--- src/rtl/tc_fadd_s1_pkg.sv ---
// Shared definitions for the tensor-core fused-add pipeline: rounding-mode
// encodings, derived significand widths and IEEE unpack helpers.
package tc_fadd_s1_pkg;

  // Rounding modes as carried down the fused-add pipeline.
  typedef enum logic [2:0] {
    RM_RNE = 3'd0,
    RM_RTZ = 3'd1,
    RM_RDN = 3'd2,
    RM_RUP = 3'd3,
    RM_RMM = 3'd4
  } rm_e;

  // Guard, round and sticky bits appended below the product-scale significand.
  localparam int unsigned GRS_BITS = 3;

  // Product-scale significand width (hidden bit included).
  function automatic int unsigned calc_sigw(input int unsigned precision);
    return 2 * precision;
  endfunction

  // Aligned significand width: product-scale significand plus G/R/S.
  function automatic int unsigned calc_alignw(input int unsigned precision);
    return 2 * precision + GRS_BITS;
  endfunction

  // Classification of a packed IEEE operand. exp_zero marks zero/subnormal,
  // which drives both the hidden bit and the effective exponent.
  typedef struct packed {
    logic is_nan;
    logic is_snan;
    logic is_inf;
    logic exp_zero;
  } fp_class_t;

  // Width-independent classifier: callers reduce exponent/fraction first.
  function automatic fp_class_t fp_classify(
    input logic exp_all_ones,
    input logic exp_all_zero,
    input logic frac_zero,
    input logic frac_msb
  );
    fp_class_t cls;
    cls.is_nan   = exp_all_ones && !frac_zero;
    cls.is_snan  = exp_all_ones && !frac_zero && !frac_msb;
    cls.is_inf   = exp_all_ones && frac_zero;
    cls.exp_zero = exp_all_zero;
    return cls;
  endfunction

endpackage

--- src/rtl/tc_fadd_s1_shift_right_sticky.sv ---
// Logical right shift that also reports whether any set bit fell off the
// bottom. Shift amounts at or beyond the width yield zero data and the OR of
// the whole input as sticky.
module tc_fadd_s1_shift_right_sticky #(
  parameter int W   = 51,
  parameter int SHW = 9
) (
  input  logic [W-1:0]   data,
  input  logic [SHW-1:0] shamt,
  output logic [W-1:0]   shifted,
  output logic           sticky
);

  logic [31:0]  shamt_ext;
  logic [W-1:0] lost_mask;

  assign shamt_ext = 32'(shamt);

  // Bit gi is lost whenever it sits below the shift amount.
  generate
    for (genvar gi = 0; gi < W; gi++) begin : g_lost_mask
      assign lost_mask[gi] = (32'(gi) < shamt_ext);
    end
  endgenerate

  assign shifted = data >> shamt;
  assign sticky  = |(data & lost_mask);

endmodule

--- src/rtl/tc_fadd_s1.sv ---
// Fused-add stage 1: unpacks addend C, picks the larger-exponent operand
// against the unrounded product, right-aligns the smaller significand with
// sticky collection and registers the result behind a valid/ready handshake.
module tc_fadd_s1
  import tc_fadd_s1_pkg::*;
#(
  parameter int EXPWIDTH  = 8,
  parameter int PRECISION = 24,
  parameter int TAGW      = 8
) (
  input  logic                                   clk,
  input  logic                                   rst_n,
  input  logic                                   in_valid_i,
  output logic                                   in_ready_o,
  input  logic                                   prod_sign_i,
  input  logic [EXPWIDTH-1:0]                    prod_exp_i,
  input  logic [2*PRECISION-2:0]                 prod_sig_i,
  input  logic                                   prod_is_nan_i,
  input  logic                                   prod_is_inf_i,
  input  logic                                   prod_is_inv_i,
  input  logic                                   prod_overflow_i,
  input  logic [EXPWIDTH+PRECISION-1:0]          c_i,
  input  logic [2:0]                             rm_i,
  input  logic [TAGW-1:0]                        tag_i,
  output logic                                   out_valid_o,
  input  logic                                   out_ready_i,
  output logic                                   out_sign_big_o,
  output logic [EXPWIDTH-1:0]                    out_exp_big_o,
  output logic [2*PRECISION+GRS_BITS-1:0]        out_sig_big_o,
  output logic [2*PRECISION+GRS_BITS-1:0]        out_sig_small_o,
  output logic                                   out_eff_sub_o,
  output logic                                   out_is_nan_o,
  output logic                                   out_is_inf_o,
  output logic                                   out_is_inv_o,
  output logic                                   out_overflow_o,
  output logic [2:0]                             out_rm_o,
  output logic [TAGW-1:0]                        out_tag_o
);

  localparam int SIGW   = int'(calc_sigw(PRECISION));
  localparam int ALIGNW = int'(calc_alignw(PRECISION));
  localparam int FRACW  = PRECISION - 1;
  localparam int DIFFW  = EXPWIDTH + 1;

  // ---------------- addend unpack ----------------
  logic                c_sign;
  logic [EXPWIDTH-1:0] c_exp;
  logic [FRACW-1:0]    c_frac;
  fp_class_t           c_class;

  assign c_sign  = c_i[EXPWIDTH+PRECISION-1];
  assign c_exp   = c_i[FRACW +: EXPWIDTH];
  assign c_frac  = c_i[FRACW-1:0];
  assign c_class = fp_classify(&c_exp, c_exp == '0, c_frac == '0, c_frac[FRACW-1]);

  // Both mantissas at product scale; C's fraction sits just under its hidden bit.
  logic [SIGW-1:0]     prod_mant;
  logic [SIGW-1:0]     c_mant;
  logic [EXPWIDTH-1:0] prod_eexp;
  logic [EXPWIDTH-1:0] c_eexp;

  assign prod_mant = {prod_exp_i != '0, prod_sig_i};
  assign c_mant    = {!c_class.exp_zero, c_frac, {PRECISION{1'b0}}};
  // Subnormals share the scale of exponent 1.
  assign prod_eexp = (prod_exp_i == '0) ? EXPWIDTH'(1) : prod_exp_i;
  assign c_eexp    = c_class.exp_zero ? EXPWIDTH'(1) : c_exp;

  // ---------------- operand selection ----------------
  logic                prod_is_big;
  logic                sign_big;
  logic [EXPWIDTH-1:0] exp_big;
  logic [EXPWIDTH-1:0] exp_small;
  logic [SIGW-1:0]     mant_big;
  logic [SIGW-1:0]     mant_small;

  // Ties go to the product so equal-exponent cases never shift the product.
  assign prod_is_big = (prod_eexp >= c_eexp);

  // Route the larger-exponent operand to the big path.
  always_comb begin
    sign_big   = prod_sign_i;
    exp_big    = prod_eexp;
    exp_small  = c_eexp;
    mant_big   = prod_mant;
    mant_small = c_mant;
    if (!prod_is_big) begin
      sign_big   = c_sign;
      exp_big    = c_eexp;
      exp_small  = prod_eexp;
      mant_big   = c_mant;
      mant_small = prod_mant;
    end
  end

  // ---------------- alignment ----------------
  logic [DIFFW-1:0]  exp_diff;
  logic [ALIGNW-1:0] small_shifted;
  logic              small_sticky;
  logic [ALIGNW-1:0] sig_big_next;
  logic [ALIGNW-1:0] sig_small_next;

  assign exp_diff = {1'b0, exp_big} - {1'b0, exp_small};

  tc_fadd_s1_shift_right_sticky #(
    .W   (ALIGNW),
    .SHW (DIFFW)
  ) u_align (
    .data    ({mant_small, {GRS_BITS{1'b0}}}),
    .shamt   (exp_diff),
    .shifted (small_shifted),
    .sticky  (small_sticky)
  );

  assign sig_big_next   = {mant_big, {GRS_BITS{1'b0}}};
  assign sig_small_next = small_shifted | ALIGNW'(small_sticky);

  // ---------------- special-case flags ----------------
  logic nan_next;
  logic inv_next;
  logic inf_next;
  logic eff_sub_next;

  assign eff_sub_next = prod_sign_i ^ c_sign;
  assign nan_next     = prod_is_nan_i || c_class.is_nan;
  assign inv_next     = prod_is_inv_i || c_class.is_snan ||
                        (prod_is_inf_i && c_class.is_inf && eff_sub_next);
  assign inf_next     = !nan_next && (prod_is_inf_i || c_class.is_inf);

  // ---------------- handshake register ----------------
  logic valid_reg;
  logic valid_next;
  logic load;

  assign in_ready_o = !valid_reg || out_ready_i;
  assign load       = in_valid_i && in_ready_o;

  // Valid sets on a load, clears when drained with nothing new arriving.
  always_comb begin
    valid_next = valid_reg;
    if (load) begin
      valid_next = 1'b1;
    end else if (out_ready_i) begin
      valid_next = 1'b0;
    end
  end

  // Valid flag; reset drops any held entry immediately.
  always_ff @(posedge clk or negedge rst_n) begin
    if (!rst_n) begin
      valid_reg <= 1'b0;
    end else begin
      valid_reg <= valid_next;
    end
  end

  logic                sign_big_reg;
  logic [EXPWIDTH-1:0] exp_big_reg;
  logic [ALIGNW-1:0]   sig_big_reg;
  logic [ALIGNW-1:0]   sig_small_reg;
  logic                eff_sub_reg;
  logic                nan_reg;
  logic                inf_reg;
  logic                inv_reg;
  logic                overflow_reg;
  logic [2:0]          rm_reg;
  logic [TAGW-1:0]     tag_reg;

  // Payload loads only on an accepted transfer, so it holds during stalls.
  always_ff @(posedge clk or negedge rst_n) begin
    if (!rst_n) begin
      sign_big_reg  <= 1'b0;
      exp_big_reg   <= '0;
      sig_big_reg   <= '0;
      sig_small_reg <= '0;
      eff_sub_reg   <= 1'b0;
      nan_reg       <= 1'b0;
      inf_reg       <= 1'b0;
      inv_reg       <= 1'b0;
      overflow_reg  <= 1'b0;
      rm_reg        <= '0;
      tag_reg       <= '0;
    end else if (load) begin
      sign_big_reg  <= sign_big;
      exp_big_reg   <= exp_big;
      sig_big_reg   <= sig_big_next;
      sig_small_reg <= sig_small_next;
      eff_sub_reg   <= eff_sub_next;
      nan_reg       <= nan_next;
      inf_reg       <= inf_next;
      inv_reg       <= inv_next;
      overflow_reg  <= prod_overflow_i;
      rm_reg        <= rm_i;
      tag_reg       <= tag_i;
    end
  end

  assign out_valid_o     = valid_reg;
  assign out_sign_big_o  = sign_big_reg;
  assign out_exp_big_o   = exp_big_reg;
  assign out_sig_big_o   = sig_big_reg;
  assign out_sig_small_o = sig_small_reg;
  assign out_eff_sub_o   = eff_sub_reg;
  assign out_is_nan_o    = nan_reg;
  assign out_is_inf_o    = inf_reg;
  assign out_is_inv_o    = inv_reg;
  assign out_overflow_o  = overflow_reg;
  assign out_rm_o        = rm_reg;
  assign out_tag_o       = tag_reg;

endmodule
--- config.mk ---
export PLATFORM = sky130hd
export DESIGN_NAME = tc_fadd_s1
export DESIGN_NICKNAME = d
export VERILOG_FILES = /design/src/rtl/tc_fadd_s1_pkg.sv /design/src/rtl/tc_fadd_s1_shift_right_sticky.sv /design/src/rtl/tc_fadd_s1.sv
export SDC_FILE = /design/constraint.sdc
export NUM_CORES = 1
export LEC_CHECK = 0
export CAP_MARGIN = 20
export CORE_ASPECT_RATIO = 1.75
export CORE_MARGIN = 3
export CORE_UTILIZATION = 52
export DETAILED_ROUTE_END_ITERATION = 8
export GPL_TIMING_DRIVEN = 0
export PLACE_DENSITY = 0.92
export SYNTH_ARGS = -nofsm -noshare
export SYNTH_HDL_FRONTEND = slang
export SYNTH_HIERARCHICAL = 1
export SYNTH_SLANG_ARGS = --single-unit
--- constraint.sdc ---
create_clock -name clk -period 1.85 [get_ports clk]
set_input_delay 0.37 -clock clk [delete_from_list [all_inputs] [get_ports clk]]
set_output_delay 0.37 -clock clk [all_outputs]
set_load 0.005 [all_outputs]
==> results of run 1 <==
-- cell families after synthesis --
kind of cell / after synthesis
buffers and inverters: 133
xor gates and xnor gates: 6
DFF: 125
adders and majority gates: 10
AOI/OAI and AO/OA: 299
other: 1
and+or+nand+nor: 689
muxes: 117
-- through the flow --
step                      instances  setup TNS [ns]
after floorplan                1391         -201.54
after global placement         1868         -884.01
after detailed placement       1869         -359.66
after CTS                      1977         -195.33
-- cells in the mapped netlist, drive strengths merged, types with 10 or more instances --
library cell	number
nand2	446
dfrtp	125
nor2	109
clkbuf	80
o21ai	65
mux2	47
mux2i	46
a21oi	40
a31oi	37
buf	31
and2	28
mux4	24
o22ai	20
inv	19
nor3	19
a22oi	14
nor4	14
nand3	13
o21a	13
nor2b	12
o211ai	12
a211oi	10
nand2b	10
o31ai	10
-- what timing repair did --
action	4_1_cts
pin swaps	97
hold buffers	1
gates resized for setup	334
gates cloned	1
endpoints found under the setup margin	125
endpoints found under the hold margin	59
setup buffers	81
-- per-layer routing --
| metal | overflow | global-route usage [%] |
|---|---|---|
| met3 | 0 | 41.9 |
| met5 | 1 | 2.99 |
| met4 | 37 | 68.0 |
| met1 | 0 | 66.2 |
| met2 | 77 | 89.7 |
==> results.sh, run 1 <==
export IMPL_status="aborted with a tool error"
export IMPL_failed_stage="5_1_grt"
export IMPL_stop_error="[ERROR GRT-0232] Routing congestion too high. Check the congestion heatmap in the GUI."
export IMPL_ys_seq_area_share_pct=29.9
export IMPL_synth_adder_area_share_pct=1.17
export IMPL_synth_top_area_share_pct=29.9
export IMPL_synth_area_leaders="dfrtp_1 30%, nand2_1 16%, mux4_2 5.2%"
export IMPL_root_buffer="clkbuf_16"
export IMPL_endpoint_type="sequential cell input"
export IMPL_numCtsBuffers=17
export IMPL_die_w_microns=113
export IMPL_io_pins=236
export IMPL_netlist_area_sq_um=10500
export IMPL_async_reset_ff_share_pct=100
export IMPL_placedInstanceArea_sq_um=13400
export IMPL_synth_top_family_by_area="simple AND/OR/NAND/NOR gates"
export IMPL_synth_simple_gate_area_share_pct=28.2
export IMPL_synth_mux_area_share_pct=14.6
export IMPL_cts_buffer_depth=2
export IMPL_start_util_pct=53.0
export IMPL_syn_inst=1380
export IMPL_synth_compound_area_share_pct=20.2
export IMPL_rows=68
export IMPL_yosys_warnings=6
export IMPL_synth_top_cell_by_area="dfrtp_1"
export IMPL_gp_congestion=1.13
export IMPL_grt_max_degree=67
export IMPL_grtUsageTotal_pct=66.6
export IMPL_cts_sinks=125
export IMPL_overflow=115
export IMPL_place_port_buffers=232
export IMPL_worst_endpoint="out_sig_small_o[0]$_DFFE_PN0P_/D"
export IMPL_synth_edf_count=0
export IMPL_place_ws_ns=-5.66
export IMPL_synthXorXnorAreaFrac_pct=0.502
export IMPL_die_h_microns=194
export IMPL_yosys_cell_types_count=95
export IMPL_syn_avg_cell_area_sq_um=7.59
export IMPL_synth_ff_latch_count=125
export IMPL_ys_flop_type="dfrtp_1"
export IMPL_htreeDepth=4
export IMPL_hpwl_microns=39200
==> run 2: changes to the inputs <==
--- a/config.mk
+++ b/config.mk
@@ -6,12 +6,11 @@
 export NUM_CORES = 1
 export LEC_CHECK = 0
 export CAP_MARGIN = 20
-export CORE_ASPECT_RATIO = 1.75
 export CORE_MARGIN = 3
-export CORE_UTILIZATION = 52
+export CORE_UTILIZATION = 40
 export DETAILED_ROUTE_END_ITERATION = 8
 export GPL_TIMING_DRIVEN = 0
-export PLACE_DENSITY = 0.92
+export PLACE_DENSITY_LB_ADDON = 0.15
 export SYNTH_ARGS = -nofsm -noshare
 export SYNTH_HDL_FRONTEND = slang
 export SYNTH_HIERARCHICAL = 1
==> run 2 against run 1 <==
  * The flow now finishes, with violations (negative setup slack)
  * Synthesized cell count unchanged
  * Synthesized area unchanged
==> results.sh, run 2 <==
export IMPL_status="finished with violations"
export IMPL_violations="negative setup slack"
export IMPL_diodes=0
export IMPL_worst_path_buf_inv=4
export IMPL_multi_input_area_sq_um=8110
export IMPL_r2r_end="out_sig_big_o[27]"
export IMPL_dieArea_sq_um=28200
export IMPL_ff_latch_area_sq_um=3130
export IMPL_areaGrowthSynthToFinish_pct=61.2
export IMPL_final_setup_tns_ns=-194.90
export IMPL_clock_skew_ns=0.0166
export IMPL_p_sw_share_pct=43.4
export IMPL_yosys_warnings=6
export IMPL_io_pins=236
export IMPL_yosys_cell_types_count=95
export IMPL_drtIter0Drc=1687
export IMPL_dr_pass1_iters=5
export IMPL_async_reset_ff_share_pct=100
export IMPL_synth_edf_count=0
export IMPL_p_sw_uw=7430
export IMPL_die_h_microns=168
export IMPL_p_clk_share_pct=21.5
export IMPL_grt_max_degree=72
export IMPL_path_max_fanout=10
export IMPL_fin_util_pct=66.3
export IMPL_ys_flop_type="dfrtp_1"
export IMPL_synth_ff_latch_count=125
export IMPL_grt_pass1_wl_microns=76800
export IMPL_worstPathArrival_ns=5.97
export IMPL_powerDensity_nw_per_um2=1010
export IMPL_r2r_slack_ns=-0.27
export IMPL_root_buffer="clkbuf_16"
export IMPL_worst_path_stages=22
export IMPL_start_util_pct=41.1
export IMPL_hold_end="out_exp_big_o[2]"
export IMPL_clkLatencyLatePin_ns=0.43
export IMPL_cp_slowest_cell="a2111o_1"
export IMPL_crit_path_start_kind="input port"
export IMPL_synth_area_leaders="dfrtp_1 30%, nand2_1 16%, mux4_2 5.2%"
export IMPL_overflow=0
export IMPL_cts_sinks=125
export IMPL_worstSetupEndpointType="flop"
export IMPL_dp_cells=1954
export IMPL_place_ws_ns=-5.55
export IMPL_netlist_area_sq_um=10500
export IMPL_max_slew_worst_pin_slew_ns=0.955
export IMPL_syn_avg_cell_area_sq_um=7.59
export IMPL_die_w_microns=168
export IMPL_cpPeakStageDelay_ns=0.55
export IMPL_period_minus_slack_ns=5.66
export IMPL_required_ns=2.16
export IMPL_vias=13100
export IMPL_fin_ws_ns=-3.81
export IMPL_drive_above_1_share_pct=30.6
export IMPL_layout_common_cells="394 x nand2_1, 215 x clkdlybuf4s50_1, 125 x dfrtp_1"
export IMPL_rows=58
export IMPL_syn_inst=1380
export IMPL_routedWlPerCell_microns=24.9
export IMPL_gp_congestion=1.05
export IMPL_grt_pass1_vias=12500
export IMPL_hold_path_class="in -> reg"
export IMPL_synth_top_cell_by_area="dfrtp_1"
export IMPL_min_period_over_period_pct=306
export IMPL_ir_worst_vdd_mv=0.555
export IMPL_fin_cells=2092
export IMPL_synthTopCellsByCount="446 x nand2_1, 125 x dfrtp_1, 106 x nor2_1"
export IMPL_crit_path_frequent_cell="a2111oi_2"
export IMPL_rsz0062_at_grt="true"
export IMPL_slew_viol_final=0
export IMPL_drtAntennaViolNets=0
export IMPL_setup_violations=108
export IMPL_seqPwrFrac_pct=19.2
export IMPL_path_class="in -> reg"
export IMPL_crit_path_cell_trace="buf_8, or4_4, o41ai_4, ha_1, nor3b_4, o21ai_4, buf_4, a2111oi_2, a31oi_1, a311oi_2, nor2_1, a311oi_4, buf_6, nand2b_1, clkbuf_4, o32ai_2, o31ai_2, a2111oi_2, nand4_1, a2111o_1, o21ai_2, nand2_1"
export IMPL_largest_reg_flops=51
export IMPL_final_common_cell="nand2_1"
export IMPL_power_leakage_uw=0.00714
export IMPL_crit_family="compound AO/OA/AOI/OAI gates"
export IMPL_synth_top_area_share_pct=29.9
export IMPL_wirelength_microns=52000
export IMPL_hp_start="c_i[25]"
export IMPL_yosysMostFrequentCell="nand2_1"
export IMPL_numCtsBuffers=17
export IMPL_r2r_cells=6
export IMPL_p_comb_share_pct=59.3
export IMPL_antenna_found_initial=0
export IMPL_fmax_mhz=177
export IMPL_fillers=2123
export IMPL_viasPerCell=6.26
export IMPL_hold_depth=3
export IMPL_place_port_buffers=232
export IMPL_hpwl_microns=36900
export IMPL_max_slew_margin_pct=35.4
export IMPL_grtUsageTotal_pct=35.1
export IMPL_hold_violations=0
export IMPL_htreeDepth=4
export IMPL_cts_tree="done"
export IMPL_cts_buffer_depth=2
export IMPL_r2r_start="out_valid_o"
export IMPL_maxCapViolations=0
export IMPL_internal_power_uw=9680
export IMPL_final_nets=1865
export IMPL_remaining_drc_errors=0
export IMPL_clk_pin_slew_worst_paths_ns=0.07
export IMPL_ys_seq_area_share_pct=29.9
export IMPL_coreArea_sq_um=25500
## run 2: cell counts after synthesis
Identical to the previous run, type by type.
## run 2: worst max-delay path by stage
stage | startpoint | end | slack (ns)
floorplan | c_i[25] | out_sig_small_o[0] | -3.83
global placement | c_i[27] | out_sig_small_o[0] | -5.57
detailed placement | c_i[27] | out_sig_small_o[0] | -5.55
CTS | c_i[27] | out_sig_small_o[0] | -3.66
global route | c_i[25] | out_sig_small_o[0] | -4.03
finish | c_i[25] | out_sig_small_o[0] | -3.81
## run 2: layout make-up
cell class              count  share of cell area [%]
clock inverters            14                    1.08
plain buffers             103                    5.61
well taps                 330                    2.45
inverters                  21                   0.578
multi-input cells        1133                    48.0
clock buffers              18                    2.60
flip-flops and latches    125                    18.5
repair buffers            348                    21.1
## run 2: through the flow
stage	total power [uW]	hold slack (ns)	instance area (sq um)
global placement	10400	0.456	13500
global route	17600	0.204	16900
finish	17100	0.212	16900
CTS	15600	0.183	15800
detailed placement	10300	0.363	13500
floorplan	7360	0.0744	10700
## run 2: power by group through the flow
stage | sequential, uW | clock (uW) | combinational, uW
floorplan | 3340 | 0 | 4020
global placement | 3320 | 0 | 7090
detailed placement | 3320 | 0 | 7010
CTS | 3280 | 3730 | 8590
global route | 3320 | 3860 | 10400
finish | 3280 | 3690 | 10100
## run 2: metal layers
layer,vias up,track usage [%],part of all wire [%]
met5,-,0,0
met4,0,13.8,4.8
met3,203,11.2,13
met2,990,53.1,44
met1,6295,46.8,38
li1,5599,-,-
## run 2: logic make-up after synthesis
family / Yosys count / share of synthesized area (%)
compound gates: 299 / 20.2
xor+xnor: 6 / 0.502
fa+ha+maj: 10 / 1.17
buf+inv: 133 / 5.38
flops: 125 / 29.9
mux: 117 / 14.6
other cells: 1 / 0.0358
simple gates: 689 / 28.2
## run 2: worst register-to-register path, cell delays in order (launching register included)
cell      delay [ns]
dfrtp_1         0.40
nand2b_2        0.12
and2_1          0.14
clkbuf_1        0.30
clkbuf_8        0.30
clkbuf_1        0.52
a31oi_1         0.19
## run 2: timing repair
| item | CTS | global route |
|---|---|---|
| pin swaps | 75 | 111 |
| resized for setup | 309 | 210 |
| hold buffers | 1 | 0 |
| gates cloned | 0 | 5 |
| hold endpoints to repair | 54 | 0 |
| setup endpoints to repair | 124 | 121 |
| setup buffers | 63 | 56 |
Power figures use the tool's default switching activity.
==> run 3: changes to the inputs <==
==> constraint.sdc (replaced) <==
create_clock -name clk -period 6.7 [get_ports clk]
set_input_delay 1.34 -clock clk [delete_from_list [all_inputs] [get_ports clk]]
set_output_delay 1.34 -clock clk [all_outputs]
set_load 0.005 [all_outputs]
==> run 3 against run 2 <==
  * Die area did not move
  * Critical endpoint is now out_sig_small_o[20]
  * Largest power group unchanged
  * Via count fell by 6.4%
  * Highest routed layer unchanged
  * Sequential power fell by 72%
  * Routed wire length fell by 4.4%
  * Clock power fell by 74%
  * First-iteration DRC count fell by 18%
  * Count of clock-buffer cells in the layout did not move
  * Critical path depth did not move
  * Register-to-register slack improved by 4.2 ns
  * The flow now finishes without violations
  * Critical path type unchanged
==> results.sh, run 3 (synthesis gave the netlist of run 2 again) <==
export IMPL_gp_congestion=1.04
export IMPL_drive_above_1_share_pct=14.2
export IMPL_viasPerCell=6.10
export IMPL_hold_path_class="reg -> reg"
export IMPL_fillers=2416
export IMPL_grt_max_degree=73
export IMPL_clkLatencyLatePin_ns=0.43
export IMPL_r2r_start="out_valid_o"
export IMPL_path_class="in -> reg"
export IMPL_die_w_microns=168
export IMPL_worstPathArrival_ns=7.07
export IMPL_path_max_fanout=10
export IMPL_grtUsageTotal_pct=34.6
export IMPL_largest_reg_flops=51
export IMPL_hold_violations=0
export IMPL_antenna_found_initial=0
export IMPL_clock_skew_ns=0.0170
export IMPL_grt_pass1_vias=11800
export IMPL_grt_pass1_wl_microns=74800
export IMPL_place_port_buffers=232
export IMPL_remaining_drc_errors=0
export IMPL_fmax_mhz=149
export IMPL_holdWs_ns=0.469
export IMPL_cts_buffer_depth=2
export IMPL_powerDensity_nw_per_um2=276
export IMPL_numCtsBuffers=17
export IMPL_cts_tree="done"
export IMPL_critPathLaunch="c_i[25]"
export IMPL_layout_common_cells="445 x nand2_1, 217 x clkdlybuf4s50_1, 125 x dfrtp_1"
export IMPL_start_util_pct=41.1
export IMPL_drtIter0Drc=1391
export IMPL_cts_sinks=125
export IMPL_routedWlPerCell_microns=24.7
export IMPL_rows=58
export IMPL_io_pins=236
export IMPL_ir_worst_vdd_mv=0.160
export IMPL_areaGrowthSynthToFinish_pct=36.7
export IMPL_required_ns=7.07
export IMPL_vias=12300
export IMPL_clk_pin_slew_worst_paths_ns=0.06
export IMPL_max_slew_worst_pin_slew_ns=1.03
export IMPL_dr_pass1_iters=6
export IMPL_max_slew_margin_pct=31.1
export IMPL_period_minus_slack_ns=6.70
export IMPL_worstSetupEndpointType="flop"
export IMPL_hpwl_microns=37900
export IMPL_die_h_microns=168
export IMPL_maxCapViolations=0
export IMPL_final_nets=1782
export IMPL_htreeDepth=4
export IMPL_power_leakage_uw=0.00613
export IMPL_drtAntennaViolNets=0
export IMPL_status="complete, no violations"
export IMPL_fin_cells=2010
export IMPL_slew_viol_final=0
export IMPL_dp_cells=1954
export IMPL_root_buffer="clkbuf_16"
export IMPL_coreArea_sq_um=25500
export IMPL_setup_violations=0
export IMPL_crit_path_start_kind="input port"
export IMPL_final_common_cell="nand2_1"
export IMPL_overflow=0
export IMPL_rsz0062_at_grt="true"
export IMPL_min_period_over_period_pct=99.9
export IMPL_dieArea_sq_um=28200
export IMPL_wirelength_microns=49700
export IMPL_hp_start="out_sig_small_o[0]"
## run 3: cell count changes in the layout (fill, tap and decap cells not counted), sizes merged
cell	before	now
dlygate4sd3	1	0
diode	0	1
clkinv	6	9
clkdlybuf4s15	1	0
buf	155	60
dlygate4sd2	11	0
inv	24	23
bufinv	3	2
clkbuf	85	99
clkdlybuf4s50	215	217
clkinvlp	2	1
dlymetal6s2s	1	10
## run 3: area by class of cell
type / instances / area [sq um] / area share (%)
diodes: 1 / 2.50 / 0.0175
multi-input cells: 1133 / 7020 / 49.0
repair buffers: 258 / 2560 / 17.9
clock inverters: 14 / 160 / 1.12
flip-flops and latches: 125 / 3130 / 21.9
plain buffers: 110 / 522 / 3.65
inverters: 21 / 78.8 / 0.551
clock buffers: 18 / 429 / 3.00
well taps: 330 / 413 / 2.89
## run 3: timing repair
item,4_1_cts,5_1_grt
gates resized for setup,56,39
pin swaps,22,15
endpoints found under the setup margin,51,36
setup buffers,21,4
hold buffers,0,0
endpoints found under the hold margin,0,0
## run 3: report_power, final
part	switching, uW	internal [uW]
logic	1290	783
registers	53.6	852
clock network	415	556
## run 3: through the flow
stage	util (%)	setup slack (ns)	instance area [sq um]	TNS (ns)	power, uW
2_1_floorplan	-	0.0323	10500	0	1980
3_3_place_gp	52.0	-2.33	13300	-180.71	2840
3_5_place_dp	52.2	-2.34	13300	-80.48	2820
4_1_cts	55.7	0.000121	14200	0	3860
5_1_grt	56.2	-0.0923	14300	-0.0993	4090
6_report	56.2	0.00457	14300	0	3950
## run 3: path summary, 6_finish.rpt
kind / slack, ns / endpoint / cells past startpoint
max: 0.005 / out_sig_small_o[20] / 22
min: 0.47 / out_sig_small_o[0] / 2
max reg2reg: 3.96 / out_sig_big_o[27] / 6
min reg2reg: 0.47 / out_sig_small_o[0] / 2
max in group asynchronous: 5.07 / out_sig_small_o[31] / 2
min in group asynchronous: 0.84 / out_sig_big_o[3] / 1
## run 3: per-layer routing
metal  part of all wire [%]  routed length, microns  GRT usage [%]  up-vias
li1                       -                       -              -     5429
met1                     41                   20500           48.8     5866
met2                     43                   21400           52.1      806
met3                     11                    5630           7.94      151
met4                    4.4                    2180           12.5        0
met5                      0                       0              0        -
## run 3: worst max-delay path, cell delays in order
cell and delay [ns]:
buf_2 0.13, or4_4 0.55, o41ai_4 0.26, ha_1 0.32, nor3b_2 0.27, o21ai_4 0.14
a21oi_4 0.19, clkbuf_8 0.21, clkbuf_8 0.19, a22oi_2 0.09, ha_2 0.19, nor2b_1 0.13
xnor2_1 0.12, buf_2 0.26, nand2b_1 0.13, clkbuf_1 0.49, o22ai_1 0.19, a221oi_1 0.83
a22oi_1 0.37, o22ai_1 0.42, nand2_1 0.14, nand2_1 0.08
==> run 4: changes to the inputs <==
==> constraint.sdc (replaced) <==
create_clock -name clk -period 8.58 [get_ports clk]
set_input_delay 1.716 -clock clk [delete_from_list [all_inputs] [get_ports clk]]
set_output_delay 1.716 -clock clk [all_outputs]
set_load 0.005 [all_outputs]
==> run 4 against run 3 <==
  * Total power shrank 23%
  * Cell area shrank 2.4%
  * Final cell count shrank 1.0%
  * Die area is the same
  * Largest power group unchanged
==> results.sh, run 4 (synthesis gave the netlist of run 2 again) <==
export IMPL_status="complete, no violations"
export IMPL_hpwl_microns=37900
export IMPL_clock_skew_ns=0.00710
export IMPL_met2_usage_pct=51.3
export IMPL_drive_above_1_share_pct=11.1
export IMPL_fmax_mhz=119
export IMPL_ir_worst_vdd_mv=0.115
export IMPL_setup_violations=0
export IMPL_place_port_buffers=232
export IMPL_worstPathArrival_ns=8.74
export IMPL_overflow=0
export IMPL_worst_path_buf_inv=5
export IMPL_rsz0062_at_grt="false"
export IMPL_clk_pin_slew_worst_paths_ns=0.06
export IMPL_cpPeakStageDelay_ns=0.61
export IMPL_path_max_fanout=10
export IMPL_cts_hold_buf=0
export IMPL_drtAntennaViolNets=0
export IMPL_r2r_cells=7
export IMPL_vias=12100
export IMPL_max_slew_worst_pin_slew_ns=1.10
export IMPL_start_util_pct=41.1
export IMPL_max_slew_margin_pct=26.8
export IMPL_drtIter0Drc=1669
export IMPL_maxCapViolations=0
export IMPL_layout_common_cells="446 x nand2_1, 231 x clkdlybuf4s50_1, 125 x dfrtp_1"
export IMPL_htreeDepth=4
export IMPL_final_nets=1764
export IMPL_power_leakage_uw=0.00588
export IMPL_cts_sinks=125
export IMPL_cts_tree="done"
export IMPL_dieArea_sq_um=28200
export IMPL_crit_path_frequent_cell="nand2_1"
export IMPL_gp_congestion=1.03
export IMPL_wirelength_microns=49500
export IMPL_die_w_microns=168
export IMPL_root_buffer="clkbuf_16"
export IMPL_clkLatencyLatePin_ns=0.42
export IMPL_worst_path_stages=22
export IMPL_dr_pass1_iters=6
export IMPL_remaining_drc_errors=0
export IMPL_hold_depth=2
export IMPL_required_ns=8.94
export IMPL_largest_reg_flops=51
export IMPL_period_minus_slack_ns=8.38
export IMPL_use_met1_pct=47.6
export IMPL_total_power_uw=3050
export IMPL_grt_pass1_vias=11700
export IMPL_grt_pass1_wl_microns=73800
export IMPL_routedWlPerCell_microns=24.9
export IMPL_diodes=0
export IMPL_grtUsageTotal_pct=34.1
export IMPL_crit_path_start_kind="input port"
export IMPL_grt_max_degree=66
export IMPL_powerDensity_nw_per_um2=218
export IMPL_hold_violations=0
export IMPL_slew_viol_final=0
export IMPL_cp_slowest_cell="clkbuf_1"
export IMPL_grt_busiest_layer="met2"
export IMPL_holdWs_ns=0.472
export IMPL_coreArea_sq_um=25500
export IMPL_path_class="in -> reg"
export IMPL_use_met3_pct=9.13
export IMPL_rows=58
export IMPL_crit_family="compound AO/OA/AOI/OAI gates"
export IMPL_crit_path_cell_trace="clkdlybuf4s50_1, or4_4, o41ai_4, ha_1, nor3b_1, o21ai_2, a21o_4, dlymetal6s2s_1, and2_1, a22oi_1, ha_1, nand2_1, a41o_1, o211ai_1, xor2_2, clkbuf_1, clkbuf_2, clkbuf_1, a31oi_1, o221ai_1, nand2_1, nand2_1"
export IMPL_numCtsBuffers=17
export IMPL_hold_path_class="reg -> reg"
export IMPL_min_period_over_period_pct=97.6
export IMPL_io_pins=236
export IMPL_final_common_cell="nand2_1"
export IMPL_cts_buffer_depth=2
export IMPL_worstSetupEndpointType="flop"
export IMPL_antenna_found_initial=0
export IMPL_viasPerCell=6.08
export IMPL_areaGrowthSynthToFinish_pct=33.5
export IMPL_die_h_microns=168
-- run 4: report_power, final --
group	switching [uW]	leakage [uW]	internal, uW
Sequential	41.9	0.00160	665
Combinational	989	0.00400	577
Clock	308	0.000289	465
-- run 4: worst reg2reg max path, cell delays in order (launching register included) --
cell and delay, ns:
dfrtp_1 0.39, nand2b_1 0.13, and2_1 0.15, clkbuf_1 0.33
clkbuf_1 0.67, clkbuf_1 0.60, o21ai_1 0.24, nand2_1 0.12
-- run 4: path summary, 6_finish.rpt --
path	start	to	slack [ns]
setup reg to reg	out_valid_o	out_sig_small_o[0]	5.87
min in group asynchronous	rst_n	out_valid_o	1.24
max in group asynchronous	rst_n	out_sig_small_o[30]	6.58
hold reg to reg	out_tag_o[6]	out_tag_o[6]	0.47
setup / recovery	c_i[27]	out_sig_small_o[1]	0.20
hold / removal	out_tag_o[6]	out_tag_o[6]	0.47
-- run 4: per-layer routing --
layer / share of wire, % / up-vias
li1: - / 5387
met1: 42 / 5765
met2: 43 / 810
met3: 11 / 135
met4: 3.9 / 0
met5: 0 / -
-- run 4: cell type report --
type	count	area, sq um
Tap cell	330	413
Clock buffer	18	439
Clock inverter	13	166
Timing Repair Buffer	239	2410
Inverter	21	78.8
Buffer	111	488
Multi-Input combinational cell	1133	6850
Fill cell	2447	11500
Sequential cell	125	3130
-- run 4: per-stage QoR --
| step | worst slack (ns) | TNS (ns) | area (sq um) | cells | util (%) |
|---|---|---|---|---|---|
| global route | 0.00618 | 0 | 14000 | 1990 | 54.9 |
| CTS | 0.238 | 0 | 13900 | 1986 | 54.6 |
| global placement | -1.40 | -28.13 | 13200 | 1953 | 52.0 |
| floorplan | 1.30 | 0 | 10500 | 1391 | - |
| detailed placement | -1.31 | -27.19 | 13300 | 1955 | 52.2 |
| finish | 0.204 | 0 | 14000 | 1990 | 54.9 |
-- run 4: repair_timing --
item                                    CTS  global route
gates resized for setup                   5            12
setup buffers                             1             4
pin swaps                                 1             2
endpoints found under the setup margin   32             4
